File: src/rtl/mb_io_pkg.sv
// Shared definitions for the MicroBlaze MCS IO-bus initiator.
//   mb_io_state_e       : transaction FSM states
//   MbIoTimeoutDefault  : default cycles to wait for IO_Ready after the strobe
//   MbIoDataW / MbIoBeW : IO bus data and byte-enable widths
package mb_io_pkg;

  localparam int unsigned MbIoTimeoutDefault = 255;
  localparam int unsigned MbIoDataW          = 32;
  localparam int unsigned MbIoBeW            = 4;

  typedef enum logic [1:0] {
    StIdle,
    StStrobe,
    StWait,
    StResp
  } mb_io_state_e;

endpackage

File: src/rtl/mb_io_master.sv
// IO-bus initiator for the MicroBlaze MCS IO protocol. Takes one command at a time on a
// valid/ready interface, issues a single-cycle strobe, waits for IO_Ready (with timeout)
// and returns read data and an error flag on a valid/ready response interface.
// Ports:
//   clk, reset                     : clock, synchronous active-high reset
//   cmd_valid/cmd_ready            : command handshake
//   cmd_write/addr/be/wdata        : command fields
//   rsp_valid/rsp_ready            : response handshake
//   rsp_rdata/rsp_error            : response payload (error = timeout)
//   busy                           : transaction in flight
//   IO_*                           : MCS IO bus towards the slave
// All outputs are driven straight from flops.
module mb_io_master
  import mb_io_pkg::*;
#(
  parameter int unsigned TIMEOUT_CYCLES = MbIoTimeoutDefault,
  parameter int unsigned TIMEOUT_W      = 8
) (
  input  logic                 clk,
  input  logic                 reset,
  input  logic                 cmd_valid,
  output logic                 cmd_ready,
  input  logic                 cmd_write,
  input  logic [MbIoDataW-1:0] cmd_addr,
  input  logic [MbIoBeW-1:0]   cmd_be,
  input  logic [MbIoDataW-1:0] cmd_wdata,
  output logic                 rsp_valid,
  input  logic                 rsp_ready,
  output logic [MbIoDataW-1:0] rsp_rdata,
  output logic                 rsp_error,
  output logic                 busy,
  output logic                 IO_Addr_Strobe,
  output logic                 IO_Read_Strobe,
  output logic                 IO_Write_Strobe,
  output logic [MbIoDataW-1:0] IO_Address,
  output logic [MbIoBeW-1:0]   IO_Byte_Enable,
  output logic [MbIoDataW-1:0] IO_Write_Data,
  input  logic [MbIoDataW-1:0] IO_Read_Data,
  input  logic                 IO_Ready
);

  // The timer counts completed WAIT cycles; reaching this value on a WAIT cycle without
  // IO_Ready means TIMEOUT_CYCLES cycles have elapsed since the strobe.
  localparam logic [TIMEOUT_W-1:0] TimerLast = TIMEOUT_W'(TIMEOUT_CYCLES - 1);

  mb_io_state_e         state_q, state_d;
  logic [TIMEOUT_W-1:0] timer_q, timer_d;
  logic                 is_write_q, is_write_d;
  logic                 cmd_ready_q, cmd_ready_d;
  logic                 busy_q, busy_d;
  logic                 rsp_valid_q, rsp_valid_d;
  logic [MbIoDataW-1:0] rsp_rdata_q, rsp_rdata_d;
  logic                 rsp_error_q, rsp_error_d;
  logic                 as_q, as_d;
  logic                 rs_q, rs_d;
  logic                 ws_q, ws_d;
  logic [MbIoDataW-1:0] addr_q, addr_d;
  logic [MbIoBeW-1:0]   be_q, be_d;
  logic [MbIoDataW-1:0] wdata_q, wdata_d;

  always_comb begin
    state_d     = state_q;
    timer_d     = timer_q;
    is_write_d  = is_write_q;
    rsp_rdata_d = rsp_rdata_q;
    rsp_error_d = rsp_error_q;
    addr_d      = addr_q;
    be_d        = be_q;
    wdata_d     = wdata_q;
    as_d        = 1'b0;
    rs_d        = 1'b0;
    ws_d        = 1'b0;

    unique case (state_q)
      StIdle: begin
        if (cmd_valid) begin
          state_d    = StStrobe;
          is_write_d = cmd_write;
          addr_d     = cmd_addr;
          be_d       = cmd_be;
          wdata_d    = cmd_write ? cmd_wdata : '0;
          // Strobes are registered, so they are raised on the edge entering STROBE.
          as_d       = 1'b1;
          ws_d       = cmd_write;
          rs_d       = ~cmd_write;
        end
      end
      StStrobe: begin
        // IO_Ready is deliberately not looked at here.
        timer_d = '0;
        state_d = StWait;
      end
      StWait: begin
        timer_d = timer_q + TIMEOUT_W'(1);
        if (IO_Ready) begin
          rsp_rdata_d = is_write_q ? '0 : IO_Read_Data;
          rsp_error_d = 1'b0;
          state_d     = StResp;
        end else if (timer_q == TimerLast) begin
          rsp_rdata_d = '0;
          rsp_error_d = 1'b1;
          state_d     = StResp;
        end
      end
      StResp: begin
        if (rsp_ready) begin
          state_d = StIdle;
        end
      end
    endcase

    cmd_ready_d = (state_d == StIdle);
    busy_d      = (state_d != StIdle);
    rsp_valid_d = (state_d == StResp);
  end

  always_ff @(posedge clk) begin
    if (reset) begin
      state_q     <= StIdle;
      timer_q     <= '0;
      is_write_q  <= 1'b0;
      cmd_ready_q <= 1'b1;
      busy_q      <= 1'b0;
      rsp_valid_q <= 1'b0;
      rsp_rdata_q <= '0;
      rsp_error_q <= 1'b0;
      as_q        <= 1'b0;
      rs_q        <= 1'b0;
      ws_q        <= 1'b0;
      addr_q      <= '0;
      be_q        <= '0;
      wdata_q     <= '0;
    end else begin
      state_q     <= state_d;
      timer_q     <= timer_d;
      is_write_q  <= is_write_d;
      cmd_ready_q <= cmd_ready_d;
      busy_q      <= busy_d;
      rsp_valid_q <= rsp_valid_d;
      rsp_rdata_q <= rsp_rdata_d;
      rsp_error_q <= rsp_error_d;
      as_q        <= as_d;
      rs_q        <= rs_d;
      ws_q        <= ws_d;
      addr_q      <= addr_d;
      be_q        <= be_d;
      wdata_q     <= wdata_d;
    end
  end

  assign cmd_ready       = cmd_ready_q;
  assign busy            = busy_q;
  assign rsp_valid       = rsp_valid_q;
  assign rsp_rdata       = rsp_rdata_q;
  assign rsp_error       = rsp_error_q;
  assign IO_Addr_Strobe  = as_q;
  assign IO_Read_Strobe  = rs_q;
  assign IO_Write_Strobe = ws_q;
  assign IO_Address      = addr_q;
  assign IO_Byte_Enable  = be_q;
  assign IO_Write_Data   = wdata_q;

endmodule

File: config.mk
export PLATFORM = sky130hd
export DESIGN_NAME = mb_io_master
export DESIGN_NICKNAME = d
export VERILOG_FILES = /design/src/rtl/mb_io_pkg.sv /design/src/rtl/mb_io_master.sv
export SDC_FILE = /design/constraint.sdc
export NUM_CORES = 1
export LEC_CHECK = 0
export ABC_AREA = 1
export CORE_ASPECT_RATIO = 0.7
export CORE_MARGIN = 5
export CORE_UTILIZATION = 30
export CTS_CLUSTER_SIZE = 40
export DETAILED_ROUTE_END_ITERATION = 8
export PLACE_DENSITY = 0.71
export REMOVE_ABC_BUFFERS = 1
export SYNTH_ARGS = -nofsm -noshare
export SYNTH_HDL_FRONTEND = slang
export SYNTH_SLANG_ARGS = --single-unit
File: constraint.sdc
create_clock -name clk -period 1.65 [get_ports clk]
set_input_delay 0.4125 -clock clk [delete_from_list [all_inputs] [get_ports clk]]
set_output_delay 0.4125 -clock clk [all_outputs]
set_load 0.05 [all_outputs]
# [Word-level counts from Yosys, hierarchy flattened]
# Cells that the tools add are included.
[word_totals] word_cells=45 inputBits=106 ff_bits=118
[classes] eq_ne=5 reduce_logical=9 n_mux=13 bitwise=3 add_sub_neg=1
[ops] op="$mux 32" n=4
[ops] op="$pmux 8 s2" n=1
[ops] op="$add 8x1->8 const B" n=1
[ops] op="$eq 8x8->1 const B" n=1
[ops] op="$mux 2" n=4
[ops] op="$pmux 2 s4" n=1
[ops] op="$eq 2x2->1 const B" n=3
[ops] op="$reduce_bool 2->1" n=3
[ops] op="$logic_not 2->1" n=2
[ops] op="$reduce_and 2->1" n=2
[ops] op="$mux 1" n=3
[ops] op="$not 1->1" n=3
[ops] op="$reduce_or 3->1" n=1
[ops] op="$eq 2x1->1 const B" n=1
[ops] op="$reduce_or 2->1" n=1

# [Longest topological paths before layout]
# Gate-level depths: netlist (run 1).
[depth] depth_word=5 mapped_depth=10

# [Worst setup path before layout (run 1)]
# Ideal clock, no wire load.
[synth_path] path_kind="reg2reg" from="register state_q[1]" to="register timer_q[6]" path_stages_with_launch=8 setup_time_ns=0.126 path_buffers=0 required_time_ns=1.524 setup_slack_ns=0.070 t_arrival_ns=1.454 cell_sequence="dfxtp_1 -> inv_1 -> ha_1 -> inv_1 -> o21ai_0 -> inv_1 -> o21ai_0 -> a21oi_1"
[synth_via] elab_chain_cells=2 word_cells_on_any_way=4
[synth_lines] item="start, declared" line="mb_io_master.sv:46" rtl="mb_io_state_e state_q, state_d;"
[synth_lines] item="start signal, assigned" line="mb_io_master.sv:119" rtl="state_q <= StIdle;"
[synth_lines] item="start signal, assigned" line="mb_io_master.sv:134" rtl="state_q <= state_d;"
[synth_lines] item="$eq 2x2->1 / $eq 2x1->1 (equally long branches)" line="mb_io_master.sv:74" rtl="unique case (state_q)"
[synth_lines] item="$pmux 8 s2 / $reduce_bool 2->1 (equally long branches)"
[synth_lines] item="end signal, assigned" line="mb_io_master.sv:135" rtl="timer_q <= timer_d;"
[synth_lines] item="end, declared" line="mb_io_master.sv:47" rtl="logic [TIMEOUT_W-1:0] timer_q, timer_d;"
# Several ways; a longest one is shown, not always the timed one.
# A chain may end at the register's enable or synchronous reset.

# [Final worst setup path (run 1)]
[layout_path] from="register state_q[1]" to="register timer_q[5]"
# Same word-level chain as after synthesis.

==> results of run 1 <==
routing by layer:
layer / wire, um / track usage, % / vias up / part of all wire (%)
li1: - / - / 2206 / -
met1: 6520 / 20.2 / 2022 / 46
met2: 6280 / 24.2 / 121 / 45
met3: 1120 / 6.94 / 10 / 8.0
met4: 127 / 4.06 / 0 / 0.90
met5: 0 / 0 / - / 0
through the flow:
stage	worst slack (ps)	util (%)	area [um^2]	total power, mW
floorplan	-1090	-	4200	4.48
global placement	-85.9	47.1	6850	5.55
detailed placement	-121	47.1	6850	5.57
CTS	56.7	51.4	7470	9.45
global route	-55.1	51.7	7510	9.75
finish	64.5	51.7	7510	9.34
synthesized netlist by cell type (all sizes together):
master,count
nor3,4
a21oi,43
or2,1
a22oi,31
nand3b,1
dfxtp,118
inv,19
buf,18
nand2,34
and3,1
clkbuf,21
o21ai,73
and2,1
nor2,115
ha,6
o31ai,1
nand3,36
worst max path at each step:
stage,startpoint,endpoint,slack (ps),cells after the start
floorplan,state_q[1],IO_Write_Data[31],-1090,8
global placement,cmd_valid,IO_Write_Data[31],-90,8
detailed placement,cmd_valid,IO_Address[18],-120,5
CTS,state_q[1],timer_q[5],60,7
global route,state_q[0],rsp_rdata[12],-60,9
finish,state_q[1],timer_q[5],60,7
sequential cells by signal, summed over array words and instances (netlist names):
signal           cells
rsp_rdata           32
cmd_ready            1
is_write_q           1
rsp_error            1
IO_Read_Strobe       1
IO_Addr_Strobe       1
busy                 1
IO_Address          32
timer_q              8
state_q              2
IO_Write_Data       32
IO_Write_Strobe      1
IO_Byte_Enable       4
rsp_valid            1
timing repair:
item                       in CTS  in global routing
hold buffers                    0                  0
setup endpoints to repair       2                 32
resized for setup               2                  6
cloned                          0                  1
area by class of cell:
type                       count  share of cell area [%]
multi-input combinational    347                    23.7
tap                          195                    3.25
timing repair buffer         243                    32.4
antenna                        1                  0.0333
sequential                   118                    31.4
inverter                      19                   0.949
clock inverter                 8                    1.58
clock buffer                  24                    6.68
kinds of logic (layout without fill, tap and decap cells):
group           Yosys count  count (layout)  share of synthesized area (%)
fa+ha+maj                 6               6                           1.71
flops                   118             118                           53.8
compound gates          148             148                           20.4
buf+inv                  58             294                           6.07
simple gates            193             193                           18.1
other cells               0               1                              0
power breakdown:
part | total [mW] | internal [mW] | switching (mW)
logic | 2.30 | 0.919 | 1.38
clock network | 3.83 | 2.57 | 1.25
registers | 3.22 | 3.08 | 0.140
critical path, cell delays in order (launching register included):
cell	delay (ps)
dfxtp_1	370
inv_1	70
ha_1	330
nand2_1	110
nor2_2	50
and2_1	180
or2_2	280
a21oi_1	110
==> flow_metrics.tcl, run 1 <==
set metrics [dict create \
    status "finished clean" \
    wire_per_inst_um 14.7 \
    drcViolationCount 0 \
    drive_gt1_share_pct 26.1 \
    synth_seq_cells 118 \
    final_cell_mix "118 x dfxtp_1, 112 x nor2_1, 110 x buf_4" \
    cp.arrival_ps 1910 \
    yosysUniqueCellTypes 24 \
    hpwl_um 10200 \
    synthTopCellsByArea "dfxtp_1 54%, nor2_1 9.7%, o21ai_0 6.0%, a22oi_1 5.3%, nand3_1 4.1%" \
    post-route-min-period_ps 1590 \
    cts_inserted_buffers 17 \
    finalCritPeriodShare_pct 96.1 \
    io_pins 213 \
    drv_cap 0 \
    dp_cells 921 \
    die-width_um 155 \
    cts_setup_buffers 0 \
    setup_viol 0 \
    dr.pass1.iters 4 \
    synthCells 523 \
    final_max_slew_viol_count 0 \
    clockBufferDepth 2 \
    htree_levels 4 \
    rrSetupSlack_ps 60 \
    final_nets 858 \
    tns_ps 0 \
    rows 37 \
    die_area_mm2 0.0172 \
    dieHeight_um 111 \
    core-area_mm2 0.0145 \
    multi_input_area_mm2 0.00178 \
    netlist_area_mm2 0.00439 \
    grt_pass1_wl_um 22000 \
    overflow 0 \
    clkSlewWorstSetupHoldPaths_ps 50 \
    ir_worst_vdd_v 0.000658 \
    synth_top_area_cell "dfxtp_1" \
    final_common_cell "dfxtp_1" \
    criticalPathCategory "reg -> reg" \
    rr_endpoint "timer_q[5]" \
    critPathRequiredTime_ps 1970 \
    synth_seq_area_share_pct 53.8 \
    min_path_cells 2 \
    antenna_found_initial 0 \
    final_cells 955 \
    tightest_slew_ps 337 \
    max_slew_margin_pct 77.5 \
    seq_area_mm2 0.00236 \
    endpoint_kind "flop" \
    powerDensity_mw_per_mm2 1240 \
    worstHoldStart "timer_q[5]" \
    hold_class "reg -> reg" \
    place.gp.congestion 0.757 \
    postSynthAreaPerCell_um2 8.40 \
    max_clock_freq_mhz 631 \
    start_kind "flop" \
    rsz0062_at_grt "true" \
    cts_sinks 118 \
    avgViaCountPerCell 4.56 \
    hold_viol 0 \
    yosysTopAreaCellShare_pct 53.8 \
    area_growth_pct 71.1 \
    num-fill-cells 1365 \
    start_util_pct 30.2 \
    grt_pass1_vias 4202 \
    insertion_delay_ps 400 \
    cts_tree "built" \
    fin_worst_skew_ps 7.60 \
    critPathMaxFanout 4 \
    whs_endpoint "timer_q[5]" \
    hold_ws_ps 472 \
    num_vias 4359 \
    dr.first_iter.drc_count 212 \
    gr-usage-all-layers_pct 15.8 \
    drt_wl_total_um 14000 \
    io_buffers 212 \
    r2r_cells 7 \
    grt_max_degree 59 \
    r2r_start "state_q[1]" \
    leakagePower_nw 3.19 \
    ant_nets 0 \
    ys_warn_count 0 \
    clockRootBuffer "clkbuf_16" \
]
No activity file was read; power rests on OpenSTA's default activity.
==> run 2: changes to the inputs <==
--- a/config.mk
+++ b/config.mk
@@ -11,6 +11,7 @@
 export CORE_UTILIZATION = 30
 export CTS_CLUSTER_SIZE = 40
 export DETAILED_ROUTE_END_ITERATION = 8
+export MAX_ROUTING_LAYER = met4
 export PLACE_DENSITY = 0.71
 export REMOVE_ABC_BUFFERS = 1
 export SYNTH_ARGS = -nofsm -noshare
==> run 2 against run 1 <==
- setup slack worse by 3.7 ps
- flip-flop and latch count unchanged
- register-to-register slack is essentially flat
- hold slack better by 1.8 ps
- total power is 0.10% higher
- maximum frequency down 0.23%
- combinational power barely moved
- final cell count shrank 0.10%
==> flow_metrics.tcl, run 2 (synthesis gave the netlist of run 1 again) <==
set metrics [dict create \
    io_pins 213 \
    final_max_slew_viol_count 0 \
    hpwl_um 10200 \
    switchingPower_mw 2.78 \
    clock_power_share_pct 41.0 \
    critPathRequiredTime_ps 1970 \
    hold_viol 0 \
    final_common_cell "dfxtp_1" \
    seq_area_mm2 0.00236 \
    cts_inserted_buffers 17 \
    antenna_found_initial 0 \
    worstHoldStart "timer_q[5]" \
    diodes 0 \
    overflow 0 \
    switching_share_pct 29.7 \
    multi_input_area_mm2 0.00178 \
    placed_area_mm2 0.00685 \
    start_util_pct 30.2 \
    final_cell_mix "118 x dfxtp_1, 112 x nor2_1, 110 x buf_4" \
    cts_sinks 118 \
    drv_cap 0 \
    fin_worst_skew_ps 8.76 \
    r2r_cells 7 \
    die_area_mm2 0.0172 \
    critPathMaxFanout 4 \
    num-fill-cells 1365 \
    power_frac_seq_pct 34.4 \
    rsz0062_at_grt "true" \
    endpoint_kind "flop" \
    hold_class "reg -> reg" \
    dr.first_iter.drc_count 189 \
    grt_max_degree 59 \
    final_nets 858 \
    avgViaCountPerCell 4.56 \
    rr_endpoint "timer_q[5]" \
    die-width_um 155 \
    finalCritPeriodShare_pct 96.3 \
    ant_nets 0 \
    gr-usage-all-layers_pct 16.3 \
    grt_pass1_vias 4206 \
    critPathMaxStageDelay_ps 370 \
    ir_worst_vdd_v 0.000660 \
    ctsHoldBuffers 0 \
    drcViolationCount 0 \
    grt_pass1_wl_um 22000 \
    power_frac_comb_pct 24.6 \
    rrSetupSlack_ps 60 \
    min_path_cells 2 \
    htree_levels 4 \
    dieHeight_um 111 \
    core-area_mm2 0.0145 \
    cpLargestDelayFamily "simple AND/OR/NAND/NOR gates" \
    cp.arrival_ps 1910 \
    drive_gt1_share_pct 26.1 \
    finalPower_mw 9.35 \
    start_kind "flop" \
    post-route-min-period_ps 1590 \
    tightest_slew_ps 344 \
    place.gp.congestion 0.767 \
    area_growth_pct 71.0 \
    insertion_delay_ps 400 \
    io_buffers 212 \
    clockBufferDepth 2 \
    rows 37 \
    wire_per_inst_um 14.8 \
    p_int_mw 6.57 \
    setup_viol 0 \
    cts_tree "built" \
    leakagePower_nw 3.19 \
    tns_ps 0 \
    criticalPathCategory "reg -> reg" \
    path_cells "inv_1 -> ha_1 -> nand2_1 -> nor2_2 -> and2_1 -> or2_2 -> a21oi_1" \
    drt_wl_total_um 14100 \
    r2r_start "state_q[1]" \
    final_area_mm2 0.00751 \
    post-route-util_pct 51.7 \
    dr.pass1.iters 5 \
    critPathSlowestCell "dfxtp_1" \
    clkSlewWorstSetupHoldPaths_ps 50 \
    powerDensity_mw_per_mm2 1240 \
    crit_buf_inv 1 \
    whs_endpoint "timer_q[5]" \
    status "finished clean" \
    max_clock_freq_mhz 629 \
    max_slew_margin_pct 77.0 \
    num_vias 4351 \
    clockRootBuffer "clkbuf_16" \
]
==> run 2: metal layers <==
layer	part of all wire, %	routed length (um)	vias up	global-route usage (%)
met1	48	6710	2004	21.1
met4	0.53	75	0	4.24
met2	45	6390	134	24.2
met3	6.7	940	8	5.74
met5	0	0	-	-
li1	-	-	2205	-
==> run 2: worst register-to-register path, cell delays in order (launching register included) <==
cell and delay, ps:
dfxtp_1 370, inv_1 70, ha_1 330, nand2_1 110
nor2_2 50, and2_1 180, or2_2 280, a21oi_1 110
==> run 2: area by class of cell <==
cell class / instances / share of cell area [%]
well taps: 195 / 3.25
repair buffers: 243 / 32.4
multi-input cells: 347 / 23.7
clock inverters: 8 / 1.58
inverters: 19 / 0.949
clock buffers: 24 / 6.68
flip-flops and latches: 118 / 31.4
==> run 2: worst max-delay path by stage <==
stage | from | endpoint | slack [ps] | cells after the start
after global routing | state_q[0] | rsp_rdata[12] | -50 | 9
final | state_q[1] | timer_q[5] | 60 | 7
after global placement | cmd_valid | IO_Write_Data[31] | -90 | 8
after CTS | state_q[1] | timer_q[5] | 60 | 7
after floorplan | state_q[1] | IO_Write_Data[31] | -1090 | 8
after detailed placement | cmd_valid | IO_Address[18] | -120 | 5
==> run 2: power by group through the flow <==
| stage | logic (mW) | registers [mW] | clock network, mW |
|---|---|---|---|
| 3_5_place_dp | 2.29 | 3.28 | 0 |
| 4_1_cts | 2.30 | 3.22 | 3.93 |
| 6_report | 2.30 | 3.22 | 3.83 |
| 3_3_place_gp | 2.28 | 3.27 | 0 |
| 5_1_grt | 2.44 | 3.25 | 4.07 |
| 2_1_floorplan | 0.496 | 3.98 | 0 |
==> run 2: through the flow <==
stage / setup slack, ps / instances / hold WS [ps]
floorplan: -1090 / 484 / 438
global placement: -85.9 / 921 / 455
detailed placement: -121 / 921 / 465
CTS: 56.7 / 953 / 476
global route: -54.9 / 954 / 491
finish: 60.8 / 954 / 474
==> run 2: what timing repair did <==
action                                  in CTS  in global routing
cloned                                       0                  1
gates resized for setup                      2                  6
buffers inserted                             0                  0
endpoints found under the setup margin       2                 33
